**src/rtl/smp_iter_ctrl_pkg.sv**
```systemverilog
// Shared types and helpers for the sample-iteration controller (R13 -> R14).
// Default widths match the rasterizer fixed-point format.
package smp_iter_ctrl_pkg;

    localparam int SIGFIG_DEF = 24;
    localparam int RADIX_DEF  = 10;
    localparam int VERTS_DEF  = 3;
    localparam int AXIS_DEF   = 3;

    typedef enum logic {
        WAIT_S = 1'b0,
        TEST_S = 1'b1
    } state_t;

    // Log2 of the subsample grid width; a lower one-hot bit means a finer grid.
    function automatic logic [1:0] ss_w_lg2(input logic [3:0] sub_sample);
        logic [1:0] lg2;
        if (sub_sample[0])      lg2 = 2'd3;
        else if (sub_sample[1]) lg2 = 2'd2;
        else if (sub_sample[2]) lg2 = 2'd1;
        else                    lg2 = 2'd0;
        return lg2;
    endfunction

endpackage

```
**src/rtl/smp_iter_ctrl_step.sv**
```systemverilog
// smp_step: raster-order next sample position and last-sample flag for one box.
// All compares use one guard bit so coordinates near the screen edge never wrap.
module smp_step
    import smp_iter_ctrl_pkg::*;
#(
    parameter int SIGFIG = SIGFIG_DEF
) (
    input  logic signed [SIGFIG-1:0] x,
    input  logic signed [SIGFIG-1:0] y,
    input  logic signed [SIGFIG-1:0] ll_x,
    input  logic signed [SIGFIG-1:0] ur_x,
    input  logic signed [SIGFIG-1:0] ur_y,
    input  logic signed [SIGFIG-1:0] stride,
    output logic signed [SIGFIG-1:0] nxt_x,
    output logic signed [SIGFIG-1:0] nxt_y,
    output logic                     nxt_last
);

    function automatic logic signed [SIGFIG:0] ext(input logic signed [SIGFIG-1:0] v);
        return {v[SIGFIG-1], v};
    endfunction

    logic signed [SIGFIG:0] x_sum;
    logic signed [SIGFIG:0] y_sum;
    logic signed [SIGFIG:0] nx_e;
    logic signed [SIGFIG:0] ny_e;
    logic signed [SIGFIG:0] nx_sum;
    logic signed [SIGFIG:0] ny_sum;

    always_comb begin
        x_sum = ext(x) + ext(stride);
        y_sum = ext(y) + ext(stride);
        nx_e  = ext(ll_x);
        ny_e  = y_sum;
        if (x_sum <= ext(ur_x)) begin
            nx_e = x_sum;
            ny_e = ext(y);
        end
        nxt_x    = nx_e[SIGFIG-1:0];
        nxt_y    = ny_e[SIGFIG-1:0];
        // Last once neither axis can take another stride inside the box.
        nx_sum   = nx_e + ext(stride);
        ny_sum   = ny_e + ext(stride);
        nxt_last = (nx_sum > ext(ur_x)) && (ny_sum > ext(ur_y));
    end

endmodule

```
**src/rtl/smp_iter_ctrl.sv**
```systemverilog
// Sample-iteration controller: accepts a triangle+box at R13 and walks its samples at R14.
// Optional macro SMP_ITER_PERF_EN adds saturating triangle/sample counters.
module smp_iter_ctrl
    import smp_iter_ctrl_pkg::*;
#(
    parameter int SIGFIG = SIGFIG_DEF,
    parameter int RADIX  = RADIX_DEF,
    parameter int VERTS  = VERTS_DEF,
    parameter int AXIS   = AXIS_DEF
) (
    input  logic                                         clk,
    input  logic                                         rst,
    input  logic signed [VERTS-1:0][AXIS-1:0][SIGFIG-1:0] tri_R13S,
    input  logic signed [1:0][1:0][SIGFIG-1:0]           box_R13S,
    input  logic                                         validTri_R13H,
    input  logic [3:0]                                   subSample_RnnnnU,
    input  logic                                         halt_RnnnnL,
    output logic                                         halt_R13L,
    output logic signed [VERTS-1:0][AXIS-1:0][SIGFIG-1:0] tri_R14S,
    output logic signed [1:0][SIGFIG-1:0]                sample_R14S,
    output logic                                         validSamp_R14H,
    output logic                                         lastSamp_R14H
`ifdef SMP_ITER_PERF_EN
    ,
    output logic [31:0]                                  triCount_U,
    output logic [31:0]                                  sampCount_U
`endif
);

    localparam logic [SIGFIG-1:0] STRIDE_ONE = {{(SIGFIG-1){1'b0}}, 1'b1};

    state_t state, state_nxt;

    logic                     accept;
    logic signed [SIGFIG-1:0] stride_new;
    logic signed [SIGFIG-1:0] ll_x_p0, ur_x_p0, ur_y_p0, stride_p0;
    logic signed [SIGFIG-1:0] cur_x, cur_y, nxt_x, nxt_y;
    logic                     nxt_last;

    assign accept     = (state == WAIT_S) && validTri_R13H && halt_RnnnnL;
    assign stride_new = STRIDE_ONE << (RADIX - int'(ss_w_lg2(subSample_RnnnnU)));
    assign cur_x      = sample_R14S[0];
    assign cur_y      = sample_R14S[1];

    always @(posedge clk) begin
        if (rst && accept) begin
            assert ($onehot(subSample_RnnnnU));
        end
    end

    always_ff @(posedge clk or negedge rst) begin
        if (!rst) state <= WAIT_S;
        else      state <= state_nxt;
    end

    always_comb begin
        state_nxt = state;
        if (halt_RnnnnL) begin
            case (state)
                WAIT_S:  if (validTri_R13H) state_nxt = TEST_S;
                TEST_S:  if (lastSamp_R14H) state_nxt = WAIT_S;
                default: state_nxt = WAIT_S;
            endcase
        end
    end

    always_comb begin
        halt_R13L = halt_RnnnnL & (state == WAIT_S);
    end

    smp_step #(.SIGFIG(SIGFIG)) u_step (
        .x        (cur_x),
        .y        (cur_y),
        .ll_x     (ll_x_p0),
        .ur_x     (ur_x_p0),
        .ur_y     (ur_y_p0),
        .stride   (stride_p0),
        .nxt_x    (nxt_x),
        .nxt_y    (nxt_y),
        .nxt_last (nxt_last)
    );

    // R13 -> box/stride capture; only consulted while iterating, so no reset needed.
    always_ff @(posedge clk) begin
        if (accept) begin
            ll_x_p0   <= box_R13S[0][0];
            ur_x_p0   <= box_R13S[1][0];
            ur_y_p0   <= box_R13S[1][1];
            stride_p0 <= stride_new;
        end
    end

    // R14 sample outputs; all hold while downstream halts.
    always_ff @(posedge clk or negedge rst) begin
        if (!rst) begin
            tri_R14S       <= '0;
            sample_R14S    <= '0;
            validSamp_R14H <= 1'b0;
            lastSamp_R14H  <= 1'b0;
        end else if (halt_RnnnnL) begin
            if (state == WAIT_S) begin
                validSamp_R14H <= 1'b0;
                lastSamp_R14H  <= 1'b0;
                if (validTri_R13H) begin
                    tri_R14S       <= tri_R13S;
                    sample_R14S    <= box_R13S[0];
                    validSamp_R14H <= 1'b1;
                    lastSamp_R14H  <= (box_R13S[0] == box_R13S[1]);
                end
            end else if (lastSamp_R14H) begin
                validSamp_R14H <= 1'b0;
                lastSamp_R14H  <= 1'b0;
            end else begin
                sample_R14S    <= {nxt_y, nxt_x};
                lastSamp_R14H  <= nxt_last;
            end
        end
    end

`ifdef SMP_ITER_PERF_EN
    always_ff @(posedge clk or negedge rst) begin
        if (!rst) begin
            triCount_U  <= '0;
            sampCount_U <= '0;
        end else begin
            if (accept && (triCount_U != '1))
                triCount_U <= triCount_U + 32'd1;
            if (validSamp_R14H && halt_RnnnnL && (sampCount_U != '1))
                sampCount_U <= sampCount_U + 32'd1;
        end
    end
`endif

endmodule

```
**config.mk**
```make
export PLATFORM = sky130hd
export DESIGN_NAME = smp_iter_ctrl
export DESIGN_NICKNAME = d
export VERILOG_FILES = /design/src/rtl/smp_iter_ctrl_pkg.sv /design/src/rtl/smp_iter_ctrl_step.sv /design/src/rtl/smp_iter_ctrl.sv
export SDC_FILE = /design/constraint.sdc
export NUM_CORES = 1
export LEC_CHECK = 0
export CORE_ASPECT_RATIO = 2
export CORE_MARGIN = 2
export CORE_UTILIZATION = 33
export DETAILED_ROUTE_END_ITERATION = 7
export PLACE_DENSITY = 0.56
export REMOVE_ABC_BUFFERS = 1
export SYNTH_ARGS = -nofsm -noshare
export SYNTH_HDL_FRONTEND = slang
export SYNTH_HIERARCHICAL = 1
export SYNTH_SLANG_ARGS = --single-unit
```
**constraint.sdc**
```tcl
create_clock -name clk -period 8.5 [get_ports clk]
set_input_delay 1.7 -clock clk [delete_from_list [all_inputs] [get_ports clk]]
set_output_delay 1.7 -clock clk [all_outputs]
set_load 0.005 [all_outputs]
```
; After elaboration in Yosys (flattened, before gate mapping)
; Cells that the tools add are included.
[op_classes]
n_reduce_logical = 7
n_mux = 16
eq_ne = 3
n_bitwise = 2
shifts = 1
order_cmp = 3
addsub = 5
[op_table]
columns = operator, count
row1 = $mux W48, 3
row2 = $add A24 B24 Y25, 2
row3 = $add A25 B24 Y25, 2
row4 = $gt A25 B24 Y1, 2
row5 = $mux W25, 2
row6 = $eq A48 B48 Y1, 1
row7 = $shl A1 B32 Y24 const A, 1
row8 = $le A25 B24 Y1, 1
row9 = $mux W1, 8
row10 = $reduce_and A3 Y1, 2
row11 = $sub A4 B2 Y5 const A, 1
row12 = $mux W2, 2
row13 = $ne A2 B2 Y1 const B, 2
row14 = $logic_and A1 B1 Y1, 3
row15 = $pmux W1 S2, 1
row16 = $reduce_and A2 Y1, 1
row17 = $reduce_bool A2 Y1, 1
row18 = $and A1 B1 Y1, 1
row19 = $not A1 Y1, 1
[word_totals]
inputBits = 320
output_inout_bits = 267
ff_bits = 363

; Logic depth before layout (Yosys ltp)
; Gate-level depths: netlist of the first run.
[logic_depth]
depth_word = 8
ltp_mapped = 43

; Hierarchy
; The synthesis of the first run kept the hierarchy.
[by_module_without_submodules]
columns = module, seq_area_each_um2, cells_each, n_inst, area_per_inst_um2
row1 = smp_iter_ctrl, 9323.9, 1294, 1, 13576.8
row2 = smp_step, 0.0, 936, 1, 7089.3

; Least setup slack after synthesis of the first run
; Ideal clock, no wire load.
[synth_path]
path_type = register to register
startpoint = reg stride_p0[1]
endpoint = reg lastSamp_R14H
t_required_ns = 8.424
setup_slack_ns = 0.829
path_buffers = 1
path_stages_with_launch = 39
arrival_ns = 7.595
path_cell_list = edfxtp_1 inv_1 fa_1 nor2b_1 o31ai_2 a2111oi_1 or3_4 a21oi_2 o21ai_1 xor2_1 ha_1 a21o_1 a21o_1 a221oi_2 o21ai_0 a31oi_2 buf_2 mux2_2 [3 not listed] a31oi_1 o21ai_2 a211oi_1 mux2i_1 nand2_1 ha_1 nand4_1 nor2_1 a211o_1 a21o_1 a21oi_1 or3_1 a31o_2 a21oi_1 nand3b_1 nand2_1 o21ai_0 o21ai_1
[synth_via]
elab_chain_len = 8
word_cells_on_any_way = 12
classes_between = 4 x add/sub / 3 x order compare / 4 x mux / 1 x reduce/logical
[synth_rtl]
columns = element, line_no
row1 = "start, declared", smp_iter_ctrl.sv:36  ; logic signed [SIGFIG-1:0] ll_x_p0, ur_x_p0, ur_y_p0, stride_p0;
row2 = "start signal, assigned", smp_iter_ctrl.sv:89  ; stride_p0 <= stride_new;
row3 = $add A24 B24 Y25 *, smp_iter_ctrl_step.sv:31  ; x_sum = ext(x) + ext(stride);
row4 = $le A25 B24 Y1, smp_iter_ctrl_step.sv:35  ; if (x_sum <= ext(ur_x)) begin
row5 = $mux W25 *, smp_iter_ctrl_step.sv:35
row6 = named net nxt_x[6], smp_iter_ctrl.sv:37  ; logic signed [SIGFIG-1:0] cur_x, cur_y, nxt_x, nxt_y;
row7 = $add A25 B24 Y25 *, smp_iter_ctrl_step.sv:42  ; nx_sum = nx_e + ext(stride);
row8 = $gt A25 B24 Y1 *, smp_iter_ctrl_step.sv:44  ; nxt_last = (nx_sum > ext(ur_x)) && (ny_sum > ext(ur_y));
row9 = $logic_and A1 B1 Y1 *, smp_iter_ctrl_step.sv:44
row10 = named net nxt_last, smp_iter_ctrl.sv:38  ; logic nxt_last;
row11 = $mux W1 *, smp_iter_ctrl.sv:110  ; end else if (lastSamp_R14H) begin
row12 = $mux W1 *, smp_iter_ctrl.sv:101  ; if (state == WAIT_S) begin
row13 = "end signal, assigned", smp_iter_ctrl.sv:108  ; lastSamp_R14H <= (box_R13S[0] == box_R13S[1]);
row14 = "end signal, assigned", smp_iter_ctrl.sv:115  ; lastSamp_R14H <= nxt_last;
row15 = "end, declared", smp_iter_ctrl.sv:22  ; output logic lastSamp_R14H
; The timed path passes the listed nets; every way through them passes the cells marked *.
; A chain may end at the register's enable or synchronous reset.

; Worst setup path in the final report of the first run
[layout_path]
startpoint = reg sample_R14S (netlist bit cur_x[1])
endpoint = reg lastSamp_R14H
[layout_via]
elab_chain_len = 8
word_cells_on_any_way = 11
classes_between = 3 x add/sub / 3 x order compare / 4 x mux / 1 x reduce/logical
[layout_rtl]
columns = element, line_no
row1 = "start, declared", smp_iter_ctrl.sv:20  ; output logic signed [1:0][SIGFIG-1:0] sample_R14S,
row2 = "start signal, assigned", smp_iter_ctrl.sv:106  ; sample_R14S <= box_R13S[0];
row3 = "start signal, assigned", smp_iter_ctrl.sv:114  ; sample_R14S <= {nxt_y, nxt_x};
row4 = $add A24 B24 Y25, smp_iter_ctrl_step.sv:31
row5 = $le A25 B24 Y1, smp_iter_ctrl_step.sv:35
row6 = $mux W25, smp_iter_ctrl_step.sv:35
row7 = named net nxt_x[0], smp_iter_ctrl.sv:37
row8 = $add A25 B24 Y25, smp_iter_ctrl_step.sv:42
row9 = $gt A25 B24 Y1, smp_iter_ctrl_step.sv:44
row10 = $logic_and A1 B1 Y1, smp_iter_ctrl_step.sv:44
row11 = named net nxt_last, smp_iter_ctrl.sv:38
row12 = $mux W1, smp_iter_ctrl.sv:110
row13 = $mux W1, smp_iter_ctrl.sv:101
; The timed path passes the listed nets, and every way through them passes these cells.

==> run metrics, run 1 <==
1st-iter DRT viols=1177; num rows=129; I/O pin cnt=587; vias per cell=5.048; routability cong.=1.019; Worst path max stage delay=0.40 ns; placed inst area=0.02930 mm2; Final Hold Fails=0; global-route wire length before repair=135.2 mm; area grow syn2layout=53.05%; Crit. End Element=flop; Post-Synthesis Cell Area=0.02067 mm2; RSZ-0062 raised after global routing=yes; DRC Markers=0; number of global-route vias before repair=20.78k; DRT Pass-1 Iters=5; initial antenna violation count=17; Die Ht=357.9 um; CP Data Arrival Time=9.03 ns; clock sink count=355; via count=19.87k; CTS tree=done; Final setup viols=1; YS warnings=6; total gr overflow=0; Slew Limit Fails=0; Hold Slack=0.4727 ns; clock root cell=clkbuf_16; Syn Area/Cell=9.267 um2; die extent in x=181.0 um; top cell type by total area after synthesis=dfrtp_1; largest net degree at the start of global routing=123; hold crit path type=reg -> reg; Clock transition at path regs=0.06 ns; Synth Instances=2230; final period demand of the worst path=8.561 ns; clk buf depth=3; critical path fanouts, max=5; nets=3616; Post-CTS Hold Buffers=0; async set-reset flop share out of synthesis=75.21%; slowest cell on the critical path=dfrtp_1; top-area cell type share of the netlist area=32.33%; outcome=finished with violations; Main synth FF type=dfrtp_1; Final ANT Viol Nets=0; Tightest Pin Transition=1.084 ns; WL/cell=24.10 um; Core ar.=0.06198 mm2; Initial Utilization=33.34%; TritonCTS buffer count=37; Place WS=-1.121 ns; max-cap viol count=0; Setup CP Type=reg -> reg; drt total wl=94.88 mm; Worst setup SP type=flop; fin crit share=100.7%; EDFF count, synth=88; Worst Path Buf+Inv=11; overall routing resource usage=28.66%; failing checks=setup timing; # port buffers=585; Post-Route Skew=0.01578 ns; Worst EP required=8.97 ns; die footprint=0.06476 mm2; Power, Total=0.01732 W; Yosys cell types=80; maximum vdd ir drop=0.2318 mV; fin area=0.03163 mm2; clk_lat worst skew=0.56 ns; Pleak=14.83 nW; #FFs+latches synth=355; delay-heaviest family, CP=compound AO/OA/AOI/OAI gates; ranking of synthesized cells by area=dfrtp_1 32%, nand2_1 13%, edfxtp_1 13%; post-synthesis sequential area ratio=45.12%; most used cell, CP=buf_4; share of cells above drive strength 1=15.99%; final worst slack=-0.06120 ns; layout filler cell count=5895; dpl hpwl=76.19 mm; fmax=116.8 MHz; dpl cells=3827; Relative slew margins=27.70%; Pwr Density=547.7 mW/mm2; H-tree depth=2; Non-Filler Instances=3936
[repair_timing]
item	4_1_cts	5_1_grt
resized for setup	100	50
cloned	0	0
setup buffers	27	14
endpoints found under the setup margin	1	1
pin swaps	64	55
[metrics by stage]
step	setup TNS [ns]	utilization [%]
2_1_floorplan	-0.7889	-
3_3_place_gp	-1.083	47.27
3_5_place_dp	-1.121	47.27
4_1_cts	-0.03159	50.38
5_1_grt	-0.2284	51.02
6_report	-0.06120	51.03
[cells in the final DEF, fill, tap and decap left out, types with 26 or more instances in the layout]
cell type,n
ha_1,156
inv_1,81
o21ai_0,72
conb_1,47
nor2_1,64
a21o_1,56
nand4_1,26
dfrtp_1,266
xor2_1,44
mux2_2,27
clkdlybuf4s50_1,584
edfxtp_1,88
xnor2_1,72
a21oi_1,85
nand2_1,738
mux2i_1,51
buf_4,277
clkbuf_16,38
[cells by family after synthesis]
| logic type | synth area share [%] |
|---|---|
| adder cells (fa/ha/maj) | 10.86 |
| buffers and inverters | 3.245 |
| AND/OR/NAND/NOR | 18.97 |
| flip-flops | 45.12 |
| AO/OA/AOI/OAI | 12.22 |
| multiplexers | 4.268 |
| other | 0.01815 |
| XOR/XNOR | 5.298 |
[cell type report]
cell class	instances	area, um2	share of cell area [%]
Tap cell	786	983.4	3.109
Sequential cell	355	9325	29.48
Clock buffer	48	1028	3.252
Multi-Input combinational cell	1764	11550	36.53
Clock inverter	18	239.0	0.7555
Antenna cell	4	10.01	0.03165
Timing Repair Buffer	878	8172	25.83
Inverter	83	319.1	1.009
[worst reg2reg max path: cells and delay by family (launching register included)]
| family | cells | cell delay [ns] |
|---|---|---|
| AO/OA/AOI/OAI | 18 | 3.17 |
| AND/OR/NAND/NOR | 9 | 1.22 |
| buffers and inverters | 11 | 1.74 |
| adder cells (fa/ha/maj) | 5 | 1.51 |
| flip-flops | 1 | 0.40 |
| XOR/XNOR | 2 | 0.43 |
[synth_stat cells (33+ instances only)]
| cell type | instances |
|---|---|
| dfrtp_1 | 267 |
| o21ai_0 | 89 |
| ha_1 | 173 |
| nand2_1 | 742 |
| xnor2_1 | 78 |
| inv_1 | 82 |
| nor2_1 | 66 |
| a21oi_1 | 95 |
| a21o_1 | 57 |
| xor2_1 | 47 |
| mux2_2 | 33 |
| buf_2 | 41 |
| edfxtp_1 | 88 |
| mux2i_1 | 51 |
[routing by layer]
metal / up-vias / GRT usage [%] / routed length [um]
met5: - / 0 / 208
met4: 32 / 15.69 / 6265
met3: 224 / 8.835 / 8194
met2: 786 / 52.89 / 48150
met1: 9461 / 28.58 / 32050
li1: 9367 / - / -
[state kept, by name (all words and copies together) (netlist names)]
signal	count
ur_y_p0	24
ur_x_p0	24
lastSamp_R14H	1
stride_p0	16
validSamp_R14H	1
cur_x	24
tri_R14S	216
ll_x_p0	24
state	1
cur_y	24
[report_power, final]
| group | switching, W | internal (W) | total, W |
|---|---|---|---|
| clock network | 0.000751 | 0.00101 | 0.00177 |
| registers | 0.000430 | 0.00226 | 0.00269 |
| logic | 0.00642 | 0.00645 | 0.0129 |
| total | 0.00760 | 0.00972 | 0.0173 |
[final timing paths]
check | start | endpoint | slack [ns] | depth (start not counted)
setup / recovery | cur_x[1]$_DFFE_PN0P_ | lastSamp_R14H$_DFFE_PN0P_ | -0.06 | 45
hold / removal | tri_R14S[115]$_DFFE_PN0P_ | tri_R14S[115]$_DFFE_PN0P_ | 0.47 | 2
setup reg to reg | cur_x[1]$_DFFE_PN0P_ | lastSamp_R14H$_DFFE_PN0P_ | -0.06 | 45
hold reg to reg | tri_R14S[115]$_DFFE_PN0P_ | tri_R14S[115]$_DFFE_PN0P_ | 0.47 | 2
max in group asynchronous | rst | state$_DFFE_PN0P_ | 5.90 | 2
min in group asynchronous | rst | tri_R14S[106]$_DFFE_PN0P_ | 1.25 | 1
(Power assumes the default switching activity.)
==> run 2, diff against run 1 <==
--- a/config.mk
+++ b/config.mk
@@ -5,11 +5,10 @@
 export SDC_FILE = /design/constraint.sdc
 export NUM_CORES = 1
 export LEC_CHECK = 0
-export CORE_ASPECT_RATIO = 2
-export CORE_MARGIN = 2
-export CORE_UTILIZATION = 33
+export CORE_AREA = 2 2 228 230
 export DETAILED_ROUTE_END_ITERATION = 7
-export PLACE_DENSITY = 0.56
+export DIE_AREA = 0 0 230 232
+export PLACE_DENSITY = 0.67
 export REMOVE_ABC_BUFFERS = 1
 export SYNTH_ARGS = -nofsm -noshare
 export SYNTH_HDL_FRONTEND = slang
==> run 2 against run 1 <==
  * The run now ends clean
  * Routed wire length fell by 13%
  * Non-clock buffer count down 100
  * Register-to-register slack better by 0.23 ns
  * Sequential power is 3% lower
  * Hold slack got worse by 0.0023 ns
==> run metrics, run 2 (synthesis results as in run 1) <==
outcome=completed; critical path fanouts, max=7 (+2); Core ar.=0.05089 mm2 (-18%); drt total wl=82.74 mm (-13%); Worst path max stage delay=0.49 ns (+0.09 ns); initial antenna violation count=20 (+3); TritonCTS buffer count=44 (+19%); RR Endpoint=lastSamp_R14H$_DFFE_PN0P_; Worst R2R Start=cur_x[0]$_DFFE_PN0P_; clock root cell=clkbuf_16; via count=19.39k (-2.4%); R2R cell count=43 (-4.4%); fmax=120.0 MHz (+2.7%); share of cells above drive strength 1=12.59% (-3.4 points); 1st-iter DRT viols=1514 (+29%); DRT Pass-1 Iters=6 (+1); RSZ-0062 raised after global routing=yes; Tightest Pin Transition=1.284 ns (+0.1994 ns); Crit. End Element=flop; number of global-route vias before repair=19.44k (-6.4%); Post-Route Skew=0.02190 ns (+0.006127 ns); Relative slew margins=14.41% (-13 points); CTS tree=done; Worst EP required=9.01 ns (+0.04 ns); layout filler cell count=4389 (-26%); hold crit path type=reg -> reg; Power, Total=0.01608 W (-7.2%); dpl hpwl=64.89 mm (-15%); nets=3523 (-2.6%); Initial Utilization=40.61% (+7.3 points); Die Ht=232 um (-35%); H-tree depth=2 (unchanged); largest net degree at the start of global routing=191 (+55%); max-cap viol count=0 (unchanged); Final Util=60.34% (+9.3 points); Worst Hold End=tri_R14S[170]$_DFFE_PN0P_; maximum vdd ir drop=0.2504 mV (+8.0%); most common cell after layout, fill and taps aside=nand2_1; total gr overflow=0 (unchanged); Pwr Density=523.8 mW/mm2 (-4.4%); Final setup viols=0 (-1); area grow syn2layout=48.57%; Largest register FFs=216 (unchanged); clk_lat worst skew=0.59 ns (+0.03 ns); routability cong.=0.9441 (-7.3%); slowest cell on the critical path=or4_1; global-route wire length before repair=120.0 mm (-11%); R2R setup slack=0.16 ns (+0.23 ns); fin crit share=98.07% (-2.7 points); Final Hold Fails=0 (unchanged); DRC Markers=0 (unchanged); die extent in x=230 um (+27%); # port buffers=585 (unchanged); Final ANT Viol Nets=0 (unchanged); die footprint=0.05336 mm2 (-18%); Setup CP Type=reg -> reg; Post-CTS Hold Buffers=0 (unchanged); WL/cell=22.08 um (-8.4%); num rows=83 (-36%); Pleak=14.39 nW (-3.0%); vias per cell=5.173 (+2.5%); CP Data Arrival Time=8.85 ns (-0.18 ns); overall routing resource usage=30.08% (+1.4 points); I/O pin cnt=587 (unchanged); highest-count cells in the layout ignoring fill and taps=740 x nand2_1, 584 x clkdlybuf4s50_1, 266 x dfrtp_1, 188 x buf_4, 163 x ha_1; clock sink count=355 (unchanged); Slew Limit Fails=0 (unchanged); Hold Path Depth=2 (unchanged); clk buf depth=3 (unchanged); Worst setup SP type=flop; most used cell, CP=buf_4; fin area=0.03070 mm2 (-2.9%); placed inst area=0.02858 mm2 (-2.4%); final period demand of the worst path=8.336 ns (-0.2254 ns); hold_sp=tri_R14S[170]$_DFFE_PN0P_; Reg with most FFs=tri_R14S; Clock transition at path regs=0.06 ns (about the same)
==> run 2: cell count changes in the layout (fill, tap and decap cells not counted), moves of 5 or more <==
cell and delta:
buf_4 -89, clkbuf_16 +8, buf_6 -7, clkbuf_1 +7, ha_1 +7, ha_4 -7
clkbuf_8 +6, diode_2 +5, o21ai_0 +5, o21ai_2 -5
==> run 2: worst max-delay path by stage <==
stage	from	end	slack, ns
2_1_floorplan	stride_p0[1]$_SDFFCE_PN0P_	lastSamp_R14H$_DFFE_PN0P_	-0.79
3_3_place_gp	cur_x[0]$_DFFE_PN0P_	lastSamp_R14H$_DFFE_PN0P_	-0.08
3_5_place_dp	cur_x[0]$_DFFE_PN0P_	lastSamp_R14H$_DFFE_PN0P_	-0.07
4_1_cts	stride_p0[6]$_SDFFCE_PN0P_	lastSamp_R14H$_DFFE_PN0P_	0.002
5_1_grt	cur_x[0]$_DFFE_PN0P_	lastSamp_R14H$_DFFE_PN0P_	-0.23
6_report	cur_x[0]$_DFFE_PN0P_	lastSamp_R14H$_DFFE_PN0P_	0.16
==> run 2: per-stage QoR <==
| step | setup slack [ns] | instances | hold WS [ns] | TNS, ns |
|---|---|---|---|---|
| final | 0.1642 | 3748 | 0.4704 | 0 |
| after global routing | -0.2262 | 3740 | 0.4904 | -0.2262 |
| after CTS | 0.001673 | 3724 | 0.4755 | 0 |
| after detailed placement | -0.07139 | 3645 | 0.4611 | -0.07139 |
| after global placement | -0.08375 | 3645 | 0.4597 | -0.08375 |
| after floorplan | -0.7889 | 2202 | 0.4683 | -0.7889 |
==> run 2: power breakdown <==
part | leakage [nW] | switching [W] | internal, W
clock network | 0.730 | 0.000784 | 0.00116
registers | 4.13 | 0.000361 | 0.00226
logic | 9.53 | 0.00573 | 0.00578
total | 14.4 | 0.00688 | 0.00920
==> run 2: timing repair <==
action,in CTS,in global routing
gates resized for setup,11,87
buffers inserted,0,15
gates cloned,0,1
pin swaps,1,57
setup endpoints to repair,1,1
==> run 2: layout make-up <==
| class | count | area [um2] | area share (%) |
|---|---|---|---|
| Multi-Input combinational cell | 1764 | 11340 | 36.94 |
| Sequential cell | 355 | 9325 | 30.37 |
| Timing Repair Buffer | 778 | 7360 | 23.97 |
| Clock buffer | 68 | 1313 | 4.275 |
| Tap cell | 680 | 850.8 | 2.771 |
| Inverter | 83 | 319.1 | 1.039 |
| Clock inverter | 11 | 173.9 | 0.5664 |
| Antenna cell | 9 | 22.52 | 0.07335 |
==> run 2: worst max-delay path, delay by kind of cell, from the launching register on <==
family                     cells  cell delay [ns]
AOI/OAI and AO/OA             15             2.50
DFF                            1             0.36
xor gates and xnor gates       1             0.17
muxes                          2             0.54
buffers and inverters          9             1.32
and+or+nand+nor               11             1.86
adders and majority gates      5             1.47
==> run 2: per-layer routing <==
metal | up-vias | wire, um | track usage [%]
li1 | 9210 | - | -
met1 | 9287 | 33530 | 36.85
met2 | 695 | 38690 | 49.76
met3 | 175 | 6378 | 8.301
met4 | 22 | 3996 | 12.98
met5 | - | 146 | 0
==> run 3, diff against run 2 <==
--- a/config.mk
+++ b/config.mk
@@ -8,6 +8,8 @@
 export CORE_AREA = 2 2 228 230
 export DETAILED_ROUTE_END_ITERATION = 7
 export DIE_AREA = 0 0 230 232
+export HOLD_SLACK_MARGIN = 0.08
+export MAX_ROUTING_LAYER = met4
 export PLACE_DENSITY = 0.67
 export REMOVE_ABC_BUFFERS = 1
 export SYNTH_ARGS = -nofsm -noshare
==> run 3 against run 2 <==
  * Register-to-register slack gained 0.03 ns
  * Global-route usage grew 1.1 points
  * Clock power shrank 5%
  * Highest routed layer is now met4
  * Critical path type unchanged
==> run metrics, run 3 (synthesis results as in run 1) <==
fin area=0.03075 mm2 (+0.13%); WL/cell=22.02 um (-0.25%); TNS Setup=0 ns (unchanged); dpl hpwl=65.31 mm (+0.66%); Final ANT Viol Nets=0 (unchanged); global-route wire length before repair=121.0 mm (+0.77%); Reg with most FFs=tri_R14S; Final Hold Fails=0 (unchanged); most used cell, CP=buf_4; Core ar.=0.05089 mm2 (unchanged); Setup CP Type=reg -> reg; metal2 WL=39.59 mm (+2.3%); clk buf depth=3 (unchanged); share of cells above drive strength 1=12.87% (+0.28 points); Non-Filler Instances=3775 (+0.72%); Pwr Density=526.2 mW/mm2 (+0.47%); placed inst area=0.02862 mm2 (+0.15%); H-tree depth=2 (unchanged); DRC Markers=0 (unchanged); Largest register FFs=216 (unchanged); fmax=120.4 MHz (+0.36%); Initial Utilization=40.61% (unchanged); highest-count cells in the layout ignoring fill and taps=740 x nand2_1, 584 x clkdlybuf4s50_1, 266 x dfrtp_1, 195 x buf_4, 160 x ha_1; Worst setup SP type=flop; 1st-iter DRT viols=1364 (-9.9%); final period demand of the worst path=8.306 ns (-0.02950 ns); RSZ-0062 raised after global routing=yes; largest net degree at the start of global routing=153 (-20%); most common cell after layout, fill and taps aside=nand2_1; clock sink count=355 (unchanged); CTS tree=done; Worst EP required=9.00 ns (about the same); number of global-route vias before repair=19.52k (+0.41%); Post-CTS Hold Buffers=0 (unchanged); dpl cells=3649 (+0.11%); num rows=83 (unchanged); via count=19.52k (+0.68%); DRT Pass-1 Iters=5 (-1); die footprint=0.05336 mm2 (unchanged); R2R setup slack=0.19 ns (+0.03 ns); total gr overflow=0 (unchanged); Post-Route Skew=0.02033 ns (-0.001568 ns); max-cap viol count=0 (unchanged); # port buffers=585 (unchanged); fin crit share=97.72% (-0.35 points); Pleak=14.40 nW (about the same); routability cong.=0.9597 (+1.7%); Crit. End Element=flop; Relative slew margins=26.32% (+12 points); Clock transition at path regs=0.06 ns (about the same); clk_lat worst skew=0.58 ns (about the same); outcome=completed; clock root cell=clkbuf_16; overall routing resource usage=31.16% (+1.1 points); met1 wire length=33.63 mm (+0.31%); Final setup viols=0 (unchanged); area grow syn2layout=48.77%; DR top layer=met4; die extent in x=230 um (unchanged); initial antenna violation count=23 (+15%); slowest cell on the critical path=fa_2; Die Ht=232 um (unchanged); Slew Limit Fails=0 (unchanged); Worst path max stage delay=0.41 ns (-0.08 ns); vias per cell=5.171 (about the same); hold crit path type=reg -> reg; critical path fanouts, max=23 (+16); Met3 Wirelength=6.385 mm (+0.11%); Tightest Pin Transition=1.105 ns (-0.1786 ns); I/O pin cnt=587 (unchanged); CP Data Arrival Time=8.81 ns (-0.04 ns); TritonCTS buffer count=43 (-2.3%); nets=3532 (+0.26%); maximum vdd ir drop=0.2868 mV (+15%); drt total wl=83.13 mm (+0.47%)
## run 3: path summary, 6_finish.rpt
kind / to / depth (start not counted) / start
max: lastSamp_R14H$_DFFE_PN0P_ / 43 / stride_p0[0]$_SDFFCE_PN0P_
min: tri_R14S[93]$_DFFE_PN0P_ / 2 / tri_R14S[93]$_DFFE_PN0P_
max reg2reg: lastSamp_R14H$_DFFE_PN0P_ / 43 / stride_p0[0]$_SDFFCE_PN0P_
min reg2reg: tri_R14S[93]$_DFFE_PN0P_ / 2 / tri_R14S[93]$_DFFE_PN0P_
max in group asynchronous: state$_DFFE_PN0P_ / 2 / rst
min in group asynchronous: tri_R14S[101]$_DFFE_PN0P_ / 1 / rst
## run 3: timing repair
action                     in CTS  in global routing
pin swaps                       5                 49
buffers inserted                2                 18
gates cloned                    0                  1
setup endpoints to repair       1                  1
gates resized for setup        13                 80
## run 3: cell type report
type / count / area (um2)
flip-flops and latches: 355 / 9325
diodes: 26 / 65.06
inverters: 83 / 319.1
fillers: 4399 / 20140
clock buffers: 65 / 1291
repair buffers: 788 / 7463
well taps: 680 / 850.8
clock inverters: 14 / 122.6
multi-input cells: 1764 / 11310
## run 3: metrics by stage
step                utilization [%]  hold WS (ns)  total power [W]  setup WS [ns]
floorplan                         -        0.4683         0.008738        -0.7889
detailed placement            56.25        0.4612          0.01326        -0.2820
CTS                           59.14        0.4755          0.01528       0.004076
global route                  60.41        0.4878          0.01737        -0.2110
global placement              56.25        0.4586          0.01298        -0.1800
finish                        60.42        0.4710          0.01618         0.1937
## run 3: critical path, delay by kind of cell, from the launching register on
family | cells | cell delay (ns)
compound gates | 17 | 2.92
flops | 1 | 0.36
mux | 2 | 0.58
buf+inv | 8 | 1.17
fa+ha+maj | 5 | 1.53
xor+xnor | 1 | 0.17
simple gates | 10 | 1.44
## run 3: layer usage
metal | vias up | global-route usage (%)
met2 | 692 | 50.70
met5 | - | -
met3 | 147 | 7.662
met1 | 9423 | 37.26
li1 | 9259 | -
met4 | 0 | 12.22
## run 3: where the power goes
part,total [W],switching (W),internal (W),leakage (nW)
registers,0.00261,0.000349,0.00226,4.13
clock network,0.00185,0.000769,0.00108,0.704
logic,0.0117,0.00581,0.00591,9.57
==> variant: new RTL, config.mk and constraints of run 2 <==
Register the input `box_R13S` before use, without a reset. The logic sees it one clock later. The other inputs are not delayed to match.
--- a/src/rtl/smp_iter_ctrl.sv
+++ b/src/rtl/smp_iter_ctrl.sv
@@ -29,4 +29,10 @@
 
     localparam logic [SIGFIG-1:0] STRIDE_ONE = {{(SIGFIG-1){1'b0}}, 1'b1};
+
+    logic signed [1:0][1:0][SIGFIG-1:0] box_R13S_q;
+
+    always_ff @(posedge clk) begin
+        box_R13S_q <= box_R13S;
+    end
 
     state_t state, state_nxt;
@@ -84,7 +90,7 @@
     always_ff @(posedge clk) begin
         if (accept) begin
-            ll_x_p0   <= box_R13S[0][0];
-            ur_x_p0   <= box_R13S[1][0];
-            ur_y_p0   <= box_R13S[1][1];
+            ll_x_p0   <= box_R13S_q[0][0];
+            ur_x_p0   <= box_R13S_q[1][0];
+            ur_y_p0   <= box_R13S_q[1][1];
             stride_p0 <= stride_new;
         end
@@ -104,7 +110,7 @@
                 if (validTri_R13H) begin
                     tri_R14S       <= tri_R13S;
-                    sample_R14S    <= box_R13S[0];
+                    sample_R14S    <= box_R13S_q[0];
                     validSamp_R14H <= 1'b1;
-                    lastSamp_R14H  <= (box_R13S[0] == box_R13S[1]);
+                    lastSamp_R14H  <= (box_R13S_q[0] == box_R13S_q[1]);
                 end
             end else if (lastSamp_R14H) begin
Behaviour: not the same (a bounded check fails within 4 cycles, from zero or initial values and one cycle with rst low).
==> variant against run 2 <==
Routed wire length rose by 2.9%. Worst setup slack improved by 0.11 ns. Final cell count up 4.8%. Synthesized area grew 9.3%. Sequential power rose by 19%. Critical path depth is 3 lower. Total power rose by 8.3%. Final area grew 8.8%. Synthesized cell count rose by 4.3%. Sequential cell count rose by 96. Critical endpoint unchanged. Largest power group unchanged.
==> variant: results (changes against run 2) <==
[status]
status=finished clean

[yosys]
synth_cell_types=81  ; +1.3%
yosysTopAreaCellShare=0.296  ; -0.0275
synthFlopType=dfrtp_1
yosysSeqAreaShare=0.498  ; +0.0467
netlist_top_cells_area=dfrtp_1, nand2_1, edfxtp_1
synth.top_cells.by_count=nand2_1, dfrtp_1, ha_1
async_flop_share=0.592  ; -0.160

[drt]
wire_per_inst_um=21.7  ; -1.8%
dr.first_iter.drc_count=1101  ; -27%
firstDrtPassIters=5  ; -1

[place]
dp_hpwl_um=66400  ; +2.4%
place_congestion=0.903  ; -4.3%

[global_route]
grt_use_total=0.313  ; +0.0120
antenna_found_initial=18  ; -10%
grt_max_degree=144  ; -25%
grt_pass1_vias=20300  ; +4.3%
grt_pass1_wl_um=125000  ; +4.3%

[clock_network]
clk_pin_slew_ns=0.07
cts-buffers-inserted=50  ; +14%
clk_latency_ns=0.61  ; +0.02 ns

[setup_path]
cp_slowest_cell=fa_2
r2r-start=stride_p0[5]
slowest_delay_ns=0.42  ; -0.07 ns
arrival_ns=8.75  ; -0.10 ns

[final_layout]
reg_top3=tri_R14S: 216 flops, box_R13S_q: 96 flops
nNetsFinal=3693  ; +4.8%
fill_cells=4221  ; -3.8%
drive_gt1_frac=0.144  ; +0.0184

[worst_hold_path]
hold_start=box_R13S_q[48]

[pwr]
ir_drop_mv=0.241  ; -3.9%
p_leak_nw=15.6  ; +8.4%

[sta]
finClkSkew_ns=0.0244  ; +0.00245 ns

[floorplanning]
core_region_area_mm2=0.0509  ; unchanged

## variant: cell families (layout without fill, tap and decap cells)
group,Yosys count,in the layout,synth area share
flops,451,451,0.498
xor+xnor,125,125,0.0485
compound gates,378,378,0.112
simple gates,953,953,0.174
other cells,1,57,0.000166
mux,84,84,0.0391
buf+inv,157,1023,0.0297
fa+ha+maj,177,177,0.0994
## variant: metal layers
| layer | global-route usage | vias to the layer above | part of all wire |
|---|---|---|---|
| met5 | 0 | - | 0.0014 |
| met4 | 0.0968 | 18 | 0.031 |
| met3 | 0.0810 | 144 | 0.074 |
| met2 | 0.534 | 585 | 0.49 |
| met1 | 0.388 | 9686 | 0.40 |
| li1 | - | 9676 | - |
## variant: per-stage QoR
| stage | TNS [ns] | area [µm²] | util | worst slack, ns | std cells |
|---|---|---|---|---|---|
| CTS | 0 | 32800 | 0.645 | 0.0146 | 3903 |
| global route | -0.108 | 33400 | 0.656 | -0.108 | 3922 |
| floorplan | -0.789 | 22400 | - | -0.789 | 2298 |
| global placement | -0.386 | 31000 | 0.609 | -0.386 | 3803 |
| detailed placement | -0.435 | 31000 | 0.609 | -0.435 | 3803 |
| finish | 0 | 33400 | 0.657 | 0.278 | 3928 |
## variant: path summary, 6_finish.rpt
check,to,slack [ns],cells after the start
worst max-delay path,lastSamp_R14H,0.28,40
worst min register to register,ur_x_p0[0],0.45,0
worst max register to register,lastSamp_R14H,0.28,40
worst min-delay path,ur_x_p0[0],0.45,0
max in group asynchronous,cur_x[23],6.07,2
min in group asynchronous,tri_R14S[151],1.07,1
## variant: power by group
part / leakage (nW) / switching, mW / internal (mW) / total (mW)
Sequential: 4.94 / 0.393 / 2.74 / 3.13
Combinational: 9.86 / 5.87 / 6.24 / 12.1
Clock: 0.794 / 0.934 / 1.26 / 2.19
Total: 15.6 / 7.19 / 10.2 / 17.4
## variant: area by class of cell
class	instances	area, µm²	share of cell area
multi-input cells	1764	11400	0.341
flip-flops and latches	451	11200	0.337
repair buffers	846	7950	0.238
clock buffers	62	1350	0.0404
well taps	680	851	0.0255
inverters	83	319	0.00955
clock inverters	32	295	0.00884
diodes	10	25.0	0.000749
## variant: timing repair
action,CTS,global route
setup buffers,7,15
hold buffers,0,0
pin swaps,18,57
gates cloned,0,1
setup endpoints to repair,1,1
resized for setup,32,75
## variant: worst reg2reg max path, delay by kind of cell (launching register included)
| kind | cells | cell delay [ns] |
|---|---|---|
| adders and majority gates | 5 | 1.59 |
| buffers and inverters | 5 | 0.84 |
| DFF | 1 | 0.39 |
| AOI/OAI and AO/OA | 21 | 3.56 |
| xor gates and xnor gates | 1 | 0.22 |
| and+or+nand+nor | 8 | 1.55 |
